<file path="config.mk">
export PLATFORM = sky130hd
export DESIGN_NAME = clk_ratio_monitor
export DESIGN_NICKNAME = d
export VERILOG_FILES = /design/src/rtl/clk_ratio_monitor.sv
export SDC_FILE = /design/constraint.sdc
export NUM_CORES = 1
export LEC_CHECK = 0
export CAP_MARGIN = 10
export CELL_PAD_IN_SITES_DETAIL_PLACEMENT = 1
export CELL_PAD_IN_SITES_GLOBAL_PLACEMENT = 2
export CORE_MARGIN = 2
export CORE_UTILIZATION = 34
export DETAILED_ROUTE_END_ITERATION = 10
export GPL_ROUTABILITY_DRIVEN = 0
export PLACE_DENSITY_LB_ADDON = 0.05
export SLEW_MARGIN = 20
export SYNTH_ARGS = -nofsm -noshare
export SYNTH_HDL_FRONTEND = slang
export SYNTH_SLANG_ARGS = --single-unit
export TNS_END_PERCENT = 1
</file>
<file path="constraint.sdc">
create_clock -name clk -period 3.6 [get_ports clk]
set_clock_uncertainty 0.05 [all_clocks]
set_input_delay 0.72 -clock clk [delete_from_list [all_inputs] [get_ports clk]]
set_output_delay 0.72 -clock clk [all_outputs]
set_load 0.01 [all_outputs]
</file>
<file path="src/rtl/clk_ratio_monitor.sv">
// clk_ratio_monitor: measures high/low/period run lengths of a same-domain
// divided clock in clk cycles and checks them against the expected ratio N.
// Ports: clk, rst (sync, active-high), en (soft reset when low), div_clk in;
//   high_cnt/low_cnt [CW], period [CW+1], meas_valid, period_ok, duty_ok,
//   locked, err (sticky), overflow (sticky) out.
module clk_ratio_monitor #(
  parameter int N          = 8,
  parameter int CW         = 16,
  parameter int LOCK_COUNT = 4
) (
  input  logic          clk,
  input  logic          rst,
  input  logic          en,
  input  logic          div_clk,
  output logic [CW-1:0] high_cnt,
  output logic [CW-1:0] low_cnt,
  output logic [CW:0]   period,
  output logic          meas_valid,
  output logic          period_ok,
  output logic          duty_ok,
  output logic          locked,
  output logic          err,
  output logic          overflow
);

  localparam int LW = $clog2(LOCK_COUNT + 1);
  localparam int PW = CW + 1;
  localparam logic [CW-1:0] RUN_ONE  = {{(CW-1){1'b0}}, 1'b1};
  // One below all-ones: the next counted sample would saturate.
  localparam logic [CW-1:0] RUN_LAST = {{(CW-1){1'b1}}, 1'b0};
  localparam logic [PW-1:0] N_P      = PW'(N);
  localparam logic [LW-1:0] LOCK_MAX = LW'(LOCK_COUNT);
  localparam logic [LW-1:0] LOCK_ONE = LW'(1);
  localparam bit            N_ODD    = (N % 2) != 0;

  typedef enum logic [1:0] {
    IDLE,
    ARM,
    HIGH,
    LOW
  } state_t;

  state_t        state, state_d;
  logic          s;
  logic [CW-1:0] hi_run, hi_d;
  logic [CW-1:0] lo_run, lo_d;
  logic [LW-1:0] lock_cnt, lock_d;
  logic          done, sat;
  logic [PW-1:0] sum;
  logic [CW-1:0] diff;
  logic          per_ok_d, duty_ok_d, good;
  logic          locked_d, err_d;

  // Same clock domain: a single register is enough, no synchronizer.
  // Left unreset so a high level present at reset is never mistaken
  // for a fresh rising edge.
  always_ff @(posedge clk) begin
    s <= div_clk;
  end

  always_comb begin
    state_d = state;
    hi_d    = hi_run;
    lo_d    = lo_run;
    done    = 1'b0;
    sat     = 1'b0;
    unique case (state)
      IDLE: begin
        if (!s) state_d = ARM;
      end
      ARM: begin
        if (s) begin
          state_d = HIGH;
          hi_d    = RUN_ONE;
        end
      end
      HIGH: begin
        if (s) begin
          if (hi_run == RUN_LAST) sat = 1'b1;
          else hi_d = hi_run + RUN_ONE;
        end else begin
          state_d = LOW;
          lo_d    = RUN_ONE;
        end
      end
      LOW: begin
        if (!s) begin
          if (lo_run == RUN_LAST) sat = 1'b1;
          else lo_d = lo_run + RUN_ONE;
        end else begin
          done    = 1'b1;
          state_d = HIGH;
          hi_d    = RUN_ONE;
        end
      end
      default: state_d = IDLE;
    endcase
    if (sat) begin
      state_d = IDLE;
      hi_d    = '0;
      lo_d    = '0;
    end
  end

  // Odd N: posedge sampling of a 50 % dual-edge clock gives runs that
  // differ by exactly one.
  always_comb begin
    sum       = {1'b0, hi_run} + {1'b0, lo_run};
    diff      = (hi_run > lo_run) ? (hi_run - lo_run)
                                  : (lo_run - hi_run);
    per_ok_d  = (sum == N_P);
    duty_ok_d = N_ODD ? (diff == RUN_ONE) : (diff == '0);
    good      = per_ok_d && duty_ok_d;
  end

  always_comb begin
    lock_d   = lock_cnt;
    locked_d = locked;
    err_d    = err;
    if (sat || (done && !good)) begin
      lock_d   = '0;
      locked_d = 1'b0;
      err_d    = err | locked;
    end else if (done) begin
      if (lock_cnt != LOCK_MAX) lock_d = lock_cnt + LOCK_ONE;
      locked_d = (lock_d == LOCK_MAX);
    end
  end

  always_ff @(posedge clk) begin
    if (rst) begin
      state      <= IDLE;
      hi_run     <= '0;
      lo_run     <= '0;
      lock_cnt   <= '0;
      high_cnt   <= '0;
      low_cnt    <= '0;
      period     <= '0;
      period_ok  <= 1'b0;
      duty_ok    <= 1'b0;
      meas_valid <= 1'b0;
      locked     <= 1'b0;
      err        <= 1'b0;
      overflow   <= 1'b0;
    end else if (!en) begin
      state      <= IDLE;
      hi_run     <= '0;
      lo_run     <= '0;
      lock_cnt   <= '0;
      meas_valid <= 1'b0;
      locked     <= 1'b0;
      err        <= 1'b0;
      overflow   <= 1'b0;
    end else begin
      state      <= state_d;
      hi_run     <= hi_d;
      lo_run     <= lo_d;
      lock_cnt   <= lock_d;
      meas_valid <= done;
      locked     <= locked_d;
      err        <= err_d;
      if (sat) overflow <= 1'b1;
      if (done) begin
        high_cnt  <= hi_run;
        low_cnt   <= lo_run;
        period    <= sum;
        period_ok <= per_ok_d;
        duty_ok   <= duty_ok_d;
      end
    end
  end

endmodule

</file>
# Word-level counts from Yosys, hierarchy flattened

Cells that the tools add are included.

Register bits: 93
Input port bits: 4
Output and inout bits: 55
Logic and storage cells: 77

$add $sub $neg: 6
$lt $le $gt $ge: 1
Equality and inequality tests: 15
Multiplexer cells: 23
Bitwise gates (word level): 2
Reductions and logical operators: 16

Operators with widths:

| cell                                                             | count |
|---|---|
| 16-bit 2-to-1 mux                                                | 7 |
| 16-bit case mux with 2 select lines                              | 2 |
| 16-bit by 1-bit adder with 16-bit output, second input constant  | 2 |
| 16-bit == test, second input constant                            | 2 |
| 16-bit subtractor                                                | 2 |
| 16-bit by 16-bit adder with 17-bit output                        | 1 |
| 17-bit by 4-bit == test with 1-bit output, second input constant | 1 |
| 16-bit > comparator                                              | 1 |
| 16-bit logical NOT                                               | 1 |
| 2-bit inequality test, second input constant                     | 6 |
| 3-bit 2-to-1 mux                                                 | 3 |
| 4-bit AND reduction                                              | 2 |
| 1-bit 2-to-1 mux                                                 | 6 |
| 2-bit 2-to-1 mux                                                 | 3 |
| 2-bit case mux with 3 select lines                               | 1 |
| 3-bit OR reduction                                               | 2 |
| 2-bit == test, second input constant                             | 2 |
| 2-bit nonzero test                                               | 2 |
| 2-bit OR reduction                                               | 2 |
| 3-bit by 1-bit adder with 3-bit output, second input constant    | 1 |
| 3-bit == test, second input constant                             | 1 |
| 3-bit inequality test, second input constant                     | 1 |
| 3-bit AND reduction                                              | 1 |
| 2-bit by 1-bit == test with 1-bit output, second input constant  | 1 |
| other kinds (9)                                                  | 10 |

# Logic depth before layout (Yosys ltp)

Gate-level depths: netlist of the first run.

Depth in word-level cells: 9
Mapped depth: 13
Mapped depth without buffers: 12

# Least setup slack after synthesis of the first run

No wires, ideal clock.

Kind: reg2reg
Start: reg hi_run[1]
End: reg err
Setup time: 0.119 ns
Data arrival time: 3.169 ns
Data required time: 3.431 ns
Slack: 0.262 ns
Stages on the path, launching flop included: 12
Buffers on the path: 0
Period minus slack after synthesis: 3.338 ns
Path through: dfxtp_1 inv_1 ha_1 nand2b_1 a2111o_1 a311oi_2 o2111ai_2 mux2i_1 a311o_1 nor4_4 a21oi_1 o221a_1

Longest elaborated chain between the ends: 7
Elaborated cells on any way between the ends: 15
Classes of those cells: add/sub (3); order compare (1); eq/ne (2); mux (4); reduce/logical (5)

Ends and longest elaborated chain:

| element                                   | RTL line | text |
|---|---|---|
| start, declared                           | 45       | `logic [CW-1:0] hi_run, hi_d;` |
| start signal, assigned                    | 156      | `hi_run <= hi_d;` |
| 16-bit subtractor (tied with other cells) | 110      | `: (lo_run - hi_run);` |
| 16-bit 2-to-1 mux                         | 109      | `diff = (hi_run > lo_run) ? (hi_run - lo_run)` |
| 16-bit logical NOT                        | 112      | `duty_ok_d = N_ODD ? (diff == RUN_ONE) : (diff == '0);` |
| 1-bit logical AND                         | 113      | `good = per_ok_d && duty_ok_d;` |
| 1-bit logical NOT                         | 120      | `if (sat \|\| (done && !good)) begin` |
| 1-bit logical AND                         | 120      |  |
| 1-bit logical OR *                        | 120      |  |
| end signal, assigned                      | 161      | `err <= err_d;` |
| end, declared                             | 22       | `output logic err,` |

Every way passes the cells marked *; elsewhere a longest branch is shown, timed or not.
A chain may end at the register's enable or synchronous reset.

# Worst setup path in the final report of the first run

Start: reg hi_run[2]
End: reg duty_ok

Longest elaborated chain between the ends: 3
Elaborated cells on any way between the ends: 5
Classes of those cells: add/sub (2); order compare (1); mux (1); reduce/logical (1)

Ends and longest elaborated chain:

| element                                   | RTL line | text |
|---|---|---|
| 16-bit subtractor (tied with other cells) | 110      |  |
| 16-bit 2-to-1 mux *                       | 109      |  |
| 16-bit logical NOT *                      | 112      |  |
| end signal, assigned                      | 168      | `duty_ok <= duty_ok_d;` |
| end, declared                             | 20       | `output logic duty_ok,` |

Marks and branches as above.

==> results.sh, run 1 <==
export IMPL_synth_top_area_share=0.295
export IMPL_period_share=0.954
export IMPL_antenna_cells=0
export IMPL_drv_cap=0
export IMPL_first_pass_iters=4
export IMPL_crit_top_cell="buf_4"
export IMPL_hold_buffers=0
export IMPL_initial_core_util=0.349
export IMPL_hold_viol=0
export IMPL_die_area_mm2=0.0197
export IMPL_area_growth_pct=23.6
export IMPL_avgSynthCellArea_um2=7.56
export IMPL_synth_distinct_cells=72
export IMPL_setup_violations=0
export IMPL_tritoncts="built"
export IMPL_crit_path_max_incr_delay_ns=0.43
export IMPL_grt_max_degree=52
export IMPL_synth_top_cell_by_area="dfxtp_1"
export IMPL_status="finished, final reports clean"
export IMPL_path_cells="inv_1 -> ha_1 -> buf_4 -> nor2b_1 -> o31a_1 -> nor3_1 -> o21ai_2 -> a221oi_4 -> nor4b_1 -> a311oi_1 -> o41ai_1 -> buf_4 -> a31o_1"
export IMPL_hold_path_class="reg2reg"
export IMPL_irDropWorstVdd_uv=226
export IMPL_power_density_mw_per_mm2=260
export IMPL_synth_flop_cell="dfxtp_1"
export IMPL_core_mm2=0.0181
export IMPL_num_vias=6356
export IMPL_synth_edf_count=0
export IMPL_path_class="reg2reg"
export IMPL_grt_pass1_vias=6564
export IMPL_layout_drive_gt1_share=0.104
export IMPL_grt_pass1_wl_um=36800
export IMPL_wl_per_cell_um=20.1
export IMPL_hold_depth=2
export IMPL_p_leak_nw=3.02
export IMPL_final_core_util=0.432
export IMPL_drc=0
export IMPL_ctsRootBufferMaster="clkbuf_16"
export IMPL_hold_start="high_cnt[12]"
export IMPL_portBuffers=58
export IMPL_drt_wl_total_um=23200
export IMPL_seq_area_mm2=0.00186
export IMPL_num_nets_final=983
export IMPL_nFillCells=2232
export IMPL_cp_data_arrival_time_ns=3.68
export IMPL_fp_dieH_um=140
export IMPL_cts_buffers=9
export IMPL_synthesis_nets=897
export IMPL_async_reset_ff_frac=0
export IMPL_period_minus_slack_ns=3.43
export IMPL_holdPathEnd="high_cnt[12]"
export IMPL_crit_fanout=9
export IMPL_fmax_mhz=291
export IMPL_reg2reg_to="duty_ok"
export IMPL_clock_sinks=93
export IMPL_slew_headroom=0.513
export IMPL_dp_hpwl_um=18500
export IMPL_ios=59
export IMPL_critPathRequiredTime_ns=3.84
export IMPL_cts_reportedPaths_clkPinSlew_ns=0.07
export IMPL_setup_worst_path_start="hi_run[2]"
export IMPL_synth_warning_count=0
export IMPL_clkLatencyLatePin_ns=0.35
export IMPL_worstMarginPinSlew_ns=0.724
export IMPL_grt_use_total=0.238
export IMPL_cts_buffer_depth=2
export IMPL_routed_via_density=5.50
export IMPL_whs_ns=0.405
export IMPL_cts_max_level=3
export IMPL_yosys_register_bits=93
export IMPL_multiInputGateArea_mm2=0.00414
export IMPL_drt_iter0_drc=385
export IMPL_grt_ovfl_total=0
export IMPL_antenna_found_initial=1
export IMPL_synthTopCellsByCount="nand2_1 (107), nor2_1 (103), dfxtp_1 (93)"
export IMPL_synthCells=836
export IMPL_synth_area_leaders="dfxtp_1 (29%), ha_1 (11%), a21oi_1 (6.4%)"
export IMPL_r2r_cells=13
export IMPL_reg2reg_from="hi_run[2]"
export IMPL_ant_nets=0
export IMPL_num_rows=49
export IMPL_syn_cell_area_mm2=0.00632
export IMPL_ff2ff_setup_slack_ns=0.17
export IMPL_yosysMostFrequentCell="nand2_1"
export IMPL_endpoint_kind="flop"
export IMPL_die_x_um=140
export IMPL_yosysSeqAreaShare=0.295
export IMPL_slew_viol_final=0
export IMPL_startpoint_type="flop"
export IMPL_crit_slowest_cell="o41ai_1"
sequential cells by signal, indices dropped and copies added, names as in the netlist:
signal / cells
duty_ok: 1
err: 1
hi_run: 16
high_cnt: 16
lo_run: 16
lock_cnt: 3
locked: 1
low_cnt: 16
meas_valid: 1
overflow: 1
period: 17
period_ok: 1
s: 1
state: 2
layer usage:
layer	track usage	up-vias	part of all wire
met5	0	-	0
met3	0.0342	30	0.031
met1	0.295	3128	0.45
met2	0.422	106	0.49
li1	-	3092	-
met4	0.0803	0	0.029
cells by family after synthesis:
group,count (synthesis),share of synthesized area
buffers and inverters,97,0.0592
xor gates and xnor gates,45,0.0624
adders and majority gates,57,0.116
muxes,7,0.0111
DFF,93,0.295
and+or+nand+nor,332,0.242
AOI/OAI and AO/OA,205,0.215
placed cells by master, fill, tap and decap left out, types with 6 or more instances in the layout:
cell type / netlist / layout
or3_1: 8 / 8
mux2i_1: 7 / 7
nor2_1: 103 / 102
inv_1: 49 / 49
buf_4: 0 / 57
a21o_1: 10 / 10
ha_1: 54 / 54
clkdlybuf4s50_1: 0 / 57
a211oi_1: 14 / 14
a31oi_1: 6 / 6
o21ai_0: 31 / 31
a21oi_1: 81 / 81
nand2_1: 107 / 107
nor4_1: 19 / 18
dfxtp_1: 93 / 91
xnor2_1: 41 / 41
nand2b_1: 8 / 8
nor2b_1: 11 / 11
nor3_1: 21 / 21
clkbuf_16: 0 / 9
nand3_1: 23 / 23
nand4_1: 13 / 13
worst max path at each step:
| stage | cells after the start | slack [ns] | end |
|---|---|---|---|
| 6_report | 13 | 0.17 | duty_ok |
| 5_1_grt | 12 | -0.02 | err |
| 4_1_cts | 12 | 0.02 | err |
| 3_5_place_dp | 11 | -0.09 | err |
| 3_3_place_gp | 13 | 0.07 | duty_ok |
| 2_1_floorplan | 11 | 0.26 | err |
worst max-delay path: cells and delay by family, from the launching register on:
family,cells,cell delay [ns]
adder cells (fa/ha/maj),1,0.34
AND/OR/NAND/NOR,3,0.72
AO/OA/AOI/OAI,6,1.47
buffers and inverters,3,0.47
flip-flops,1,0.34
through the flow:
stage	setup TNS (ns)	instance area (um2)	instances	setup slack [ns]	power, mW
after floorplan	0	6320	836	0.262	1.09
after global placement	0	7460	1139	0.0713	1.12
after detailed placement	-0.0868	7460	1139	-0.0868	1.12
after CTS	0	7770	1155	0.0232	2.05
after global routing	-0.0175	7820	1155	-0.0175	2.10
final	0	7820	1155	0.166	2.03
timing repair:
item | in CTS | in global routing
setup endpoints to repair | 4 | 7
hold endpoints to repair | 0 | 0
resized for setup | 3 | 9
cloned | 0 | 0
pin swaps | 1 | 1
buffers inserted | 1 | 0
power breakdown:
part / internal [mW] / switching [mW]
registers: 1.03 / 0.00381
logic: 0.0212 / 0.0411
clock network: 0.525 / 0.413
total: 1.58 / 0.457
area by class of cell:
cell class                      instances  area share
Multi-Input combinational cell        646       0.530
Sequential cell                        93       0.239
Timing Repair Buffer                  116       0.131
Tap cell                              229      0.0367
Clock buffer                           13      0.0346
Inverter                               56      0.0269
Clock inverter                          2     0.00224
No activity file was read; power rests on OpenSTA's default activity.
==> run 2: changes to the inputs <==
MAX_ROUTING_LAYER = met4   (was not set)
==> results.sh, run 2 (same netlist as run 1, synthesis figures left out) <==
export IMPL_crit_path_max_incr_delay_ns=0.43
export IMPL_final_setup_tns_ns=0
export IMPL_area_growth_pct=23.7
export IMPL_grt_pass1_vias=6569
export IMPL_layout_drive_gt1_share=0.104
export IMPL_worst_path_buf_inv=3
export IMPL_die_area_mm2=0.0197
export IMPL_grt_max_degree=52
export IMPL_die_x_um=140
export IMPL_hold_start="high_cnt[12]"
export IMPL_route_met2_wl_um=11500
export IMPL_grt_use_total=0.245
export IMPL_cts_buffer_depth=2
export IMPL_cpLargestDelayFamily="compound AO/OA/AOI/OAI gates"
export IMPL_startpoint_type="flop"
export IMPL_path_cells="inv_1 -> ha_1 -> buf_4 -> nor2b_1 -> o31a_1 -> nor3_1 -> o21ai_2 -> a221oi_4 -> nor4b_1 -> a311oi_1 -> o41ai_1 -> buf_4 -> a31o_1"
export IMPL_drt_iter0_drc=341
export IMPL_ios=59
export IMPL_period_minus_slack_ns=3.43
export IMPL_setup_violations=0
export IMPL_num_nets_final=983
export IMPL_mostFrequentLayoutCells="nand2_1 (107), nor2_1 (102), dfxtp_1 (91), a21oi_1 (81)"
export IMPL_drt_wl_total_um=23200
export IMPL_routed_via_density=5.49
export IMPL_hold_buffers=0
export IMPL_initial_core_util=0.349
export IMPL_cts_reportedPaths_clkPinSlew_ns=0.07
export IMPL_irDropWorstVdd_uv=228
export IMPL_num_vias=6352
export IMPL_fp_dieH_um=140
export IMPL_ant_nets=0
export IMPL_crit_slowest_cell="o41ai_1"
export IMPL_wl_per_cell_um=20.0
export IMPL_crit_top_cell="buf_4"
export IMPL_first_pass_iters=5
export IMPL_regMostFlops="period"
export IMPL_topRoutingLayerUsed="met4"
export IMPL_slew_viol_final=0
export IMPL_power_density_mw_per_mm2=260
export IMPL_status="finished, final reports clean"
export IMPL_p_leak_nw=3.02
export IMPL_hold_depth=2
export IMPL_fin_ws_ns=0.174
export IMPL_path_class="reg2reg"
export IMPL_reg2reg_from="hi_run[2]"
export IMPL_portBuffers=58
export IMPL_largest_reg_flops=17
export IMPL_p_total_mw=2.03
export IMPL_ctsRootBufferMaster="clkbuf_16"
export IMPL_r2r_cells=13
export IMPL_drv_cap=0
export IMPL_final_common_cell="nand2_1"
export IMPL_antenna_found_initial=1
export IMPL_tritoncts="built"
export IMPL_num_rows=49
export IMPL_period_share=0.952
export IMPL_reg2reg_to="duty_ok"
export IMPL_hold_path_class="reg2reg"
export IMPL_grt_pass1_wl_um=36700
export IMPL_cp_data_arrival_time_ns=3.67
export IMPL_hold_viol=0
export IMPL_met3WireLength_um=606
export IMPL_clkLatencyLatePin_ns=0.35
export IMPL_dp_hpwl_um=18500
export IMPL_worstMarginPinSlew_ns=0.726
export IMPL_cts_max_level=3
export IMPL_post_place_ws_ns=-0.0868
export IMPL_critPathRequiredTime_ns=3.84
export IMPL_core_mm2=0.0181
export IMPL_clock_sinks=93
export IMPL_holdPathEnd="high_cnt[12]"
export IMPL_cts_buffers=9
export IMPL_grt_ovfl_total=0
export IMPL_wl_met1_um=10400
export IMPL_crit_fanout=9
export IMPL_ff2ff_setup_slack_ns=0.17
export IMPL_fmax_mhz=292
export IMPL_slew_headroom=0.511
export IMPL_endpoint_kind="flop"
export IMPL_drc=0
==> run 2: how the worst max path moves through the flow <==
stage | slack, ns | startpoint | cells after the start | endpoint
after detailed placement | -0.09 | lo_run[0] | 11 | err
after floorplan | 0.26 | hi_run[1] | 11 | err
final | 0.17 | hi_run[2] | 13 | duty_ok
after CTS | 0.02 | lo_run[0] | 12 | err
after global placement | 0.07 | lo_run[0] | 13 | duty_ok
after global routing | -0.04 | hi_run[7] | 13 | duty_ok
==> run 2: routing by layer <==
metal  up-vias  global-route usage
met5         -                   -
met4         0              0.0803
met3        30              0.0338
met2        99               0.422
met1      3125               0.295
li1       3098                   -
==> run 2: power breakdown <==
group | total, mW | internal, mW | switching (mW)
Clock | 0.936 | 0.525 | 0.411
Sequential | 1.03 | 1.03 | 0.00383
Combinational | 0.0622 | 0.0212 | 0.0410
==> run 2: metrics by stage <==
stage / hold slack (ns) / instance area, um2 / instances / util
3_3_place_gp: 0.395 / 7460 / 1139 / 0.413
2_1_floorplan: 0.399 / 6320 / 836 / -
5_1_grt: 0.426 / 7820 / 1156 / 0.432
3_5_place_dp: 0.399 / 7460 / 1139 / 0.413
4_1_cts: 0.408 / 7770 / 1155 / 0.430
6_report: 0.405 / 7820 / 1156 / 0.432
==> run 2: worst register-to-register path: stages, from the launching register on <==
cell	delay, ns
dfxtp_1	0.34
inv_1	0.07
ha_1	0.34
buf_4	0.19
nor2b_1	0.15
o31a_1	0.28
nor3_1	0.25
o21ai_2	0.15
a221oi_4	0.35
nor4b_1	0.33
a311oi_1	0.13
o41ai_1	0.43
buf_4	0.21
a31o_1	0.13
==> run 2: area by class of cell <==
type / instances / area [um2]
Clock buffer: 13 / 270
Inverter: 56 / 210
Sequential cell: 93 / 1860
Fill cell: 2232 / 10300
Antenna cell: 1 / 2.50
Clock inverter: 2 / 17.5
Multi-Input combinational cell: 646 / 4140
Timing Repair Buffer: 116 / 1020
Tap cell: 229 / 287
==> run 2: what timing repair did <==
item,4_1_cts,5_1_grt
hold endpoints to repair,0,0
gates resized for setup,3,9
pin swaps,1,1
setup buffers,1,0
setup endpoints to repair,4,7
